### config.mk
export PLATFORM = sky130hd
export DESIGN_NAME = uart_tx_frame
export DESIGN_NICKNAME = d
export VERILOG_FILES = /design/src/rtl/uart_pkg.sv /design/src/rtl/uart_bit_timer.sv /design/src/rtl/uart_tx_frame.sv
export SDC_FILE = /design/constraint.sdc
export NUM_CORES = 1
export LEC_CHECK = 0
export CAP_MARGIN = 0
export CORE_MARGIN = 5
export CORE_UTILIZATION = 60
export CTS_CLUSTER_DIAMETER = 60
export DETAILED_ROUTE_END_ITERATION = 10
export GPL_ROUTABILITY_DRIVEN = 1
export PLACE_DENSITY_LB_ADDON = 0.1
export SYNTH_ARGS = -nofsm -noshare
export SYNTH_HDL_FRONTEND = slang
export SYNTH_SLANG_ARGS = --single-unit
### constraint.sdc
create_clock -name clk -period 4.5 [get_ports clk]
set_input_delay 0.9 -clock clk [delete_from_list [all_inputs] [get_ports clk]]
set_output_delay 0.9 -clock clk [all_outputs]
set_load 0.02 [all_outputs]
### src/rtl/uart_pkg.sv
// rtl/uart_pkg.sv - shared UART types and constants
package uart_pkg;

   // Transmit frame sequencing
   typedef enum logic [2:0] {
      IDLE   = 3'd0,
      START  = 3'd1,
      DATA   = 3'd2,
      PARITY = 3'd3,
      STOP   = 3'd4
   } tx_state_t;

   // par_mode encodings; 2'b11 behaves as none
   localparam logic [1:0] PAR_NONE = 2'b00;
   localparam logic [1:0] PAR_EVEN = 2'b01;
   localparam logic [1:0] PAR_ODD  = 2'b10;

   // Legal data-bits range per frame
   localparam int DATA_BITS_MIN = 5;
   localparam int DATA_BITS_MAX = 9;

endpackage

### src/rtl/uart_bit_timer.sv
// rtl/uart_bit_timer.sv - down-counting bit-period timer, bit_end when count reaches zero
module uart_bit_timer #(
   parameter int DIV_W = 16
) (
   input  logic             clk,
   input  logic             rst,
   input  logic             load,
   input  logic [DIV_W-1:0] div_in,
   output logic             bit_end
);

   logic [DIV_W-1:0] cnt_q, cnt_d;

   // Reload at each bit start, otherwise count down and park at zero
   always_comb begin
      cnt_d = cnt_q;
      if (load) begin
         cnt_d = div_in;
      end else if (cnt_q != '0) begin
         cnt_d = cnt_q - DIV_W'(1);
      end
   end

   // Count register
   always_ff @(posedge clk or posedge rst) begin
      if (rst) begin
         cnt_q <= '0;
      end else begin
         cnt_q <= cnt_d;
      end
   end

   assign bit_end = (cnt_q == '0);

endmodule

### src/rtl/uart_tx_frame.sv
// rtl/uart_tx_frame.sv - parametrised UART transmitter; parity built only with UART_TX_PARITY_EN
module uart_tx_frame
   import uart_pkg::*;
#(
   parameter int DATA_BITS = 8,
   parameter int DIV_W     = 16
) (
   input  logic                 clk,
   input  logic                 rst,
   input  logic [DIV_W-1:0]     div,
   input  logic                 stop2,
   input  logic [1:0]           par_mode,
   input  logic [DATA_BITS-1:0] tx_data,
   input  logic                 tx_valid,
   output logic                 tx_ready,
   output logic                 tx,
   output logic                 busy,
   output logic                 done
);

   localparam logic [3:0] LAST_BIT = 4'(DATA_BITS - 1);

   tx_state_t            state_q, state_d;
   logic [DATA_BITS-1:0] shift_q, shift_d;
   logic [3:0]           bit_cnt_q, bit_cnt_d;
   logic [DIV_W-1:0]     div_q, div_d;
   logic                 stop2_q, stop2_d;
   logic                 stop_cnt_q, stop_cnt_d;
   logic                 tx_q, tx_d;
`ifdef UART_TX_PARITY_EN
   logic                 par_en_q, par_en_d;
   logic                 par_bit_q, par_bit_d;
`else
   logic                 unused_par;
   assign unused_par = ^par_mode;
`endif

   logic             bit_end;
   logic             accept;
   logic             last_stop;
   logic             timer_load;
   logic [DIV_W-1:0] timer_div;

   assign last_stop  = (state_q == STOP) && (!stop2_q || stop_cnt_q);
   assign done       = last_stop && bit_end;
   assign busy       = (state_q != IDLE);
   assign tx_ready   = (state_q == IDLE) || done;
   assign accept     = tx_valid && tx_ready;
   assign tx         = tx_q;
   // A new frame takes its period from the port, later bits from the latched copy
   assign timer_load = accept || (busy && bit_end);
   assign timer_div  = accept ? div : div_q;

   uart_bit_timer #(
      .DIV_W (DIV_W)
   ) u_bit_timer (
      .clk     (clk),
      .rst     (rst),
      .load    (timer_load),
      .div_in  (timer_div),
      .bit_end (bit_end)
   );

   // Next-state, shift register, counters and serial line value
   always_comb begin
      state_d    = state_q;
      shift_d    = shift_q;
      bit_cnt_d  = bit_cnt_q;
      div_d      = div_q;
      stop2_d    = stop2_q;
      stop_cnt_d = stop_cnt_q;
      tx_d       = tx_q;
`ifdef UART_TX_PARITY_EN
      par_en_d   = par_en_q;
      par_bit_d  = par_bit_q;
`endif
      case (state_q)
         IDLE: begin
            tx_d = 1'b1;
         end
         START: begin
            if (bit_end) begin
               tx_d      = shift_q[0];
               shift_d   = shift_q >> 1;
               bit_cnt_d = 4'd0;
               state_d   = DATA;
            end
         end
         DATA: begin
            if (bit_end) begin
               if (bit_cnt_q == LAST_BIT) begin
`ifdef UART_TX_PARITY_EN
                  if (par_en_q) begin
                     tx_d    = par_bit_q;
                     state_d = PARITY;
                  end else begin
                     tx_d       = 1'b1;
                     stop_cnt_d = 1'b0;
                     state_d    = STOP;
                  end
`else
                  tx_d       = 1'b1;
                  stop_cnt_d = 1'b0;
                  state_d    = STOP;
`endif
               end else begin
                  tx_d      = shift_q[0];
                  shift_d   = shift_q >> 1;
                  bit_cnt_d = bit_cnt_q + 4'd1;
               end
            end
         end
`ifdef UART_TX_PARITY_EN
         PARITY: begin
            if (bit_end) begin
               tx_d       = 1'b1;
               stop_cnt_d = 1'b0;
               state_d    = STOP;
            end
         end
`endif
         STOP: begin
            if (bit_end) begin
               if (last_stop) begin
                  tx_d    = 1'b1;
                  state_d = IDLE;
               end else begin
                  stop_cnt_d = 1'b1;
               end
            end
         end
         default: begin
            tx_d    = 1'b1;
            state_d = IDLE;
         end
      endcase
      // Accept overrides: from IDLE or the done cycle, go straight to START
      if (accept) begin
         shift_d    = tx_data;
         div_d      = div;
         stop2_d    = stop2;
         stop_cnt_d = 1'b0;
         bit_cnt_d  = 4'd0;
         tx_d       = 1'b0;
         state_d    = START;
`ifdef UART_TX_PARITY_EN
         par_en_d   = (par_mode == PAR_EVEN) || (par_mode == PAR_ODD);
         par_bit_d  = (par_mode == PAR_ODD) ? ~^tx_data : ^tx_data;
`endif
      end
   end

   // State and output registers; reset forces the line idle at once
   always_ff @(posedge clk or posedge rst) begin
      if (rst) begin
         state_q    <= IDLE;
         shift_q    <= '0;
         bit_cnt_q  <= 4'd0;
         div_q      <= '0;
         stop2_q    <= 1'b0;
         stop_cnt_q <= 1'b0;
         tx_q       <= 1'b1;
`ifdef UART_TX_PARITY_EN
         par_en_q   <= 1'b0;
         par_bit_q  <= 1'b0;
`endif
      end else begin
         state_q    <= state_d;
         shift_q    <= shift_d;
         bit_cnt_q  <= bit_cnt_d;
         div_q      <= div_d;
         stop2_q    <= stop2_d;
         stop_cnt_q <= stop_cnt_d;
         tx_q       <= tx_d;
`ifdef UART_TX_PARITY_EN
         par_en_q   <= par_en_d;
         par_bit_q  <= par_bit_d;
`endif
      end
   end

endmodule

==> results.py <==
metrics = {
    "routing": {
        "vias": 2405,
        "drc": 0,
        "wl_per_cell_um": 17.51,
        "drt_iter0_drc": 282,
        "vias_per_cell": 6.413,
        "drtAntennaViolNets": 0,
        "drt-pass1-iter-count": 5,
        "routed_wl_mm": 6.567,
    },
    "layout": {
        "drive_above_1_share_pct": 8.978,
        "area_delta_synth_final_pct": 14.68,
        "n_antenna_cell": 0,
        "nNetsFinal": 355,
    },
    "worst_setup_path": {
        "start_kind": "register",
        "end_kind": "output port",
        "r2r.worst_path.cells": 5,
        "cpPeakStageDelay_ps": 700,
        "crit_slowest_cell": "or4_1",
        "crit_chain": "or4_1, nor3_4, nand2_1, o21ai_0, clkdlybuf4s50_1",
        "cp_max_fo": 8,
        "crit_type": "reg2out",
        "required_ps": 3600,
        "cp.arrival_ps": 3120,
    },
    "floorplan": {
        "initial_core_util_pct": 62.95,
        "pin_count": 34,
        "die_y_um": 78.06,
        "die_x_um": 78.06,
        "coreArea_um2": 4414,
        "die_area_um2": 6093,
        "rows": 24,
    },
    "cts": {
        "h-tree-depth": 2,
        "cts.clk_slew.worst_paths_ps": 90,
        "cts_sinks": 50,
        "cts_made_buffers": 5,
        "hold_buffers": 0,
        "root_buffer": "clkbuf_8",
        "clock_latency_ps": 300,
        "post_cts_buffers": 0,
        "cts_tree": "yes",
        "ctsResizeCount": 0,
        "cts_max_path_buffers": 2,
    },
    "yosys": {
        "avgSynthCellArea_um2": 9.357,
        "synth.ff_latch_count": 50,
        "synth_warnings": 0,
        "ys.flop_type": "dfrtp_1",
        "yosysTopAreaCell": "dfrtp_1",
        "synth-async-reset-ratio_pct": 100.0,
        "yosysUniqueCellTypes": 57,
        "synth-edff-count": 0,
        "ys_seq_area_share_pct": 45.07,
        "synth_area_um2": 2779,
        "synth_top_area_share_pct": 44.12,
        "synth_area_leaders": "dfrtp_1 (44%), nand2_1 (6.6%), a21oi_1 (3.1%)",
        "syn_nets": 330,
        "synth_cells": 297,
    },
    "sta": {
        "setup_viol": 0,
        "setup-tns-final_ps": 0,
        "maxSlewHeadroom_pct": 30.13,
        "holdWs_ps": 474.5,
        "postLayoutSetupSlackWorst_ps": 482.8,
        "tightest_slew_ps": 1047,
        "rsz0062_at_grt": "false",
        "max_freq_mhz": 248.9,
        "finalCritPeriodShare_pct": 89.27,
        "hold_viol_final": 0,
        "report.final.slew_viol_count": 0,
        "clock_skew_ps": 11.45,
        "period_needed_ps": 4017,
    },
    "hold_path": {
        "whs_path_depth": 2,
        "hp-class": "reg2reg",
    },
    "placed_design": {
        "hpwl_mm": 4.590,
        "place_congestion": 0.8512,
        "dp_slack_ps": 860.6,
        "io_buffers": 31,
    },
    "power": {
        "p_comb_share_pct": 17.1,
        "p_int_uw": 693.6,
        "p_leak_uw": 0.001371,
        "p_sw_share_pct": 28.28,
        "p_clk_share_pct": 28.2,
        "p_seq_share_pct": 54.7,
        "p_per_area_nw_per_um2": 303.5,
        "ir_drop_mv": 0.1902,
        "p_sw_uw": 273.5,
    },
    "global_route": {
        "globalRouteOverflowTotal": 0,
        "grt_usage_pct": 23.57,
        "grt_pass1_vias": 2479,
        "grt_max_degree": 51,
        "antenna_found_initial": 0,
        "grt_pass1_wl_mm": 11.74,
    },
    "outcome": {
        "status": "finished clean",
    },
    "job": {
        "maxCapViolCount": 0,
    },
}
[power groups by stage]
| stage | combinational, uW | clock, uW | sequential, uW |
|---|---|---|---|
| 2_1_floorplan | 113 | 0 | 523 |
| 3_3_place_gp | 158 | 0 | 533 |
| 3_5_place_dp | 164 | 0 | 537 |
| 4_1_cts | 166 | 279 | 528 |
| 5_1_grt | 190 | 303 | 536 |
| 6_report | 166 | 272 | 529 |
[worst max-delay path, delay by kind of cell, from the launching register on]
kind                   cells  cell delay [ps]
AOI/OAI and AO/OA          1              360
buffers and inverters      1              680
DFF                        1              450
and+or+nand+nor            3             1320
[final cells by class]
| cell class | count | area, um^2 |
|---|---|---|
| clock inverters | 2 | 12.51 |
| clock buffers | 6 | 82.58 |
| repair buffers | 34 | 332.8 |
| fillers | 356 | 1227 |
| inverters | 9 | 33.78 |
| well taps | 52 | 65.06 |
| multi-input cells | 222 | 1408 |
| flip-flops and latches | 50 | 1252 |
[cell usage in the layout (no fill, tap or decap), types with 2 or more instances in the layout]
cell             instances
and3_1                   3
nor2_1                  13
a22oi_1                  3
nor3_4                   2
nand2b_1                 2
nor3b_1                  3
or4_1                    5
o31ai_1                  5
clkdlybuf4s50_1         31
nand2_1                 49
or3_1                    2
mux2i_1                  4
nand3_1                 10
ha_1                     3
nor4_1                   4
o211ai_1                 2
buf_4                    3
o22ai_1                  5
o211a_1                  2
xor2_1                   4
inv_1                    8
a31oi_1                  4
dfrtp_1                 49
clkbuf_8                 6
nor3_1                  10
o21ai_0                 14
xnor2_1                  5
a21o_1                   6
nand3b_1                 5
mux2_2                   6
a21oi_1                 17
a211oi_1                 2
nand4_1                  2
a21boi_0                 2
a22o_1                   8
[flip-flops by register name (all words and copies together), names as in the netlist]
| signal | cells |
|---|---|
| bit_cnt_q | 4 |
| tx | 1 |
| div_q | 16 |
| state_q | 3 |
| stop2_q | 1 |
| shift_q | 8 |
| stop_cnt_q | 1 |
| u_bit_timer.cnt_q | 16 |
[cells in the mapped netlist (3+ instances only)]
| library cell | n |
|---|---|
| a31oi_1 | 4 |
| nand3_1 | 10 |
| nor3b_1 | 3 |
| nor3_1 | 10 |
| nand2_1 | 49 |
| nor2_1 | 13 |
| inv_1 | 9 |
| a21oi_1 | 17 |
| mux2_2 | 6 |
| nand3b_1 | 5 |
| xor2_1 | 4 |
| mux2i_1 | 4 |
| o31ai_1 | 5 |
| dfrtp_1 | 49 |
| or4_1 | 5 |
| nor4_1 | 4 |
| a22oi_1 | 3 |
| buf_2 | 5 |
| buf_4 | 3 |
| a22o_1 | 8 |
| clkbuf_1 | 7 |
| o21ai_0 | 14 |
| a21o_1 | 6 |
| o22ai_1 | 5 |
| ha_1 | 3 |
| xnor2_1 | 5 |
| and3_1 | 3 |
[through the flow]
step                      cell area [um^2]  utilization, %  cells  total power [uW]
after floorplan                       2779               -    297             636.1
after CTS                             3187           72.19    375             972.8
after detailed placement              3092           70.04    367             701.2
after global placement                3092           70.04    367             691.1
final                                 3187           72.19    375             967.1
after global routing                  3187           72.19    375              1028
[cells by family after synthesis]
logic type	synth area share [%]
compound gates	21.21
xor+xnor	2.836
fa+ha+maj	1.351
buf+inv	4.277
flops	45.07
mux	3.872
simple gates	21.39
[final timing paths]
check | startpoint | slack (ps) | endpoint
max reg2reg | u_bit_timer.cnt_q[2]$_DFFE_PP0P_ | 1520 | shift_q[6]$_DFFE_PP0P_
max | u_bit_timer.cnt_q[2]$_DFFE_PP0P_ | 480 | tx_ready
min in group asynchronous | rst | 1160 | div_q[12]$_DFF_PP0_
min | tx$_DFFE_PP1P_ | 470 | tx$_DFFE_PP1P_
min reg2reg | tx$_DFFE_PP1P_ | 470 | tx$_DFFE_PP1P_
max in group asynchronous | rst | 2690 | state_q[2]$_DFFE_PP0P_
[per-layer routing]
layer  vias up  wire length, um  GRT usage, %
li1       1137                -             -
met1      1157             2859         31.65
met2        93             3145         38.41
met3        18              444         5.149
met4         0              118         6.926
met5         -                0             0
No activity file was read; power rests on OpenSTA's default activity.
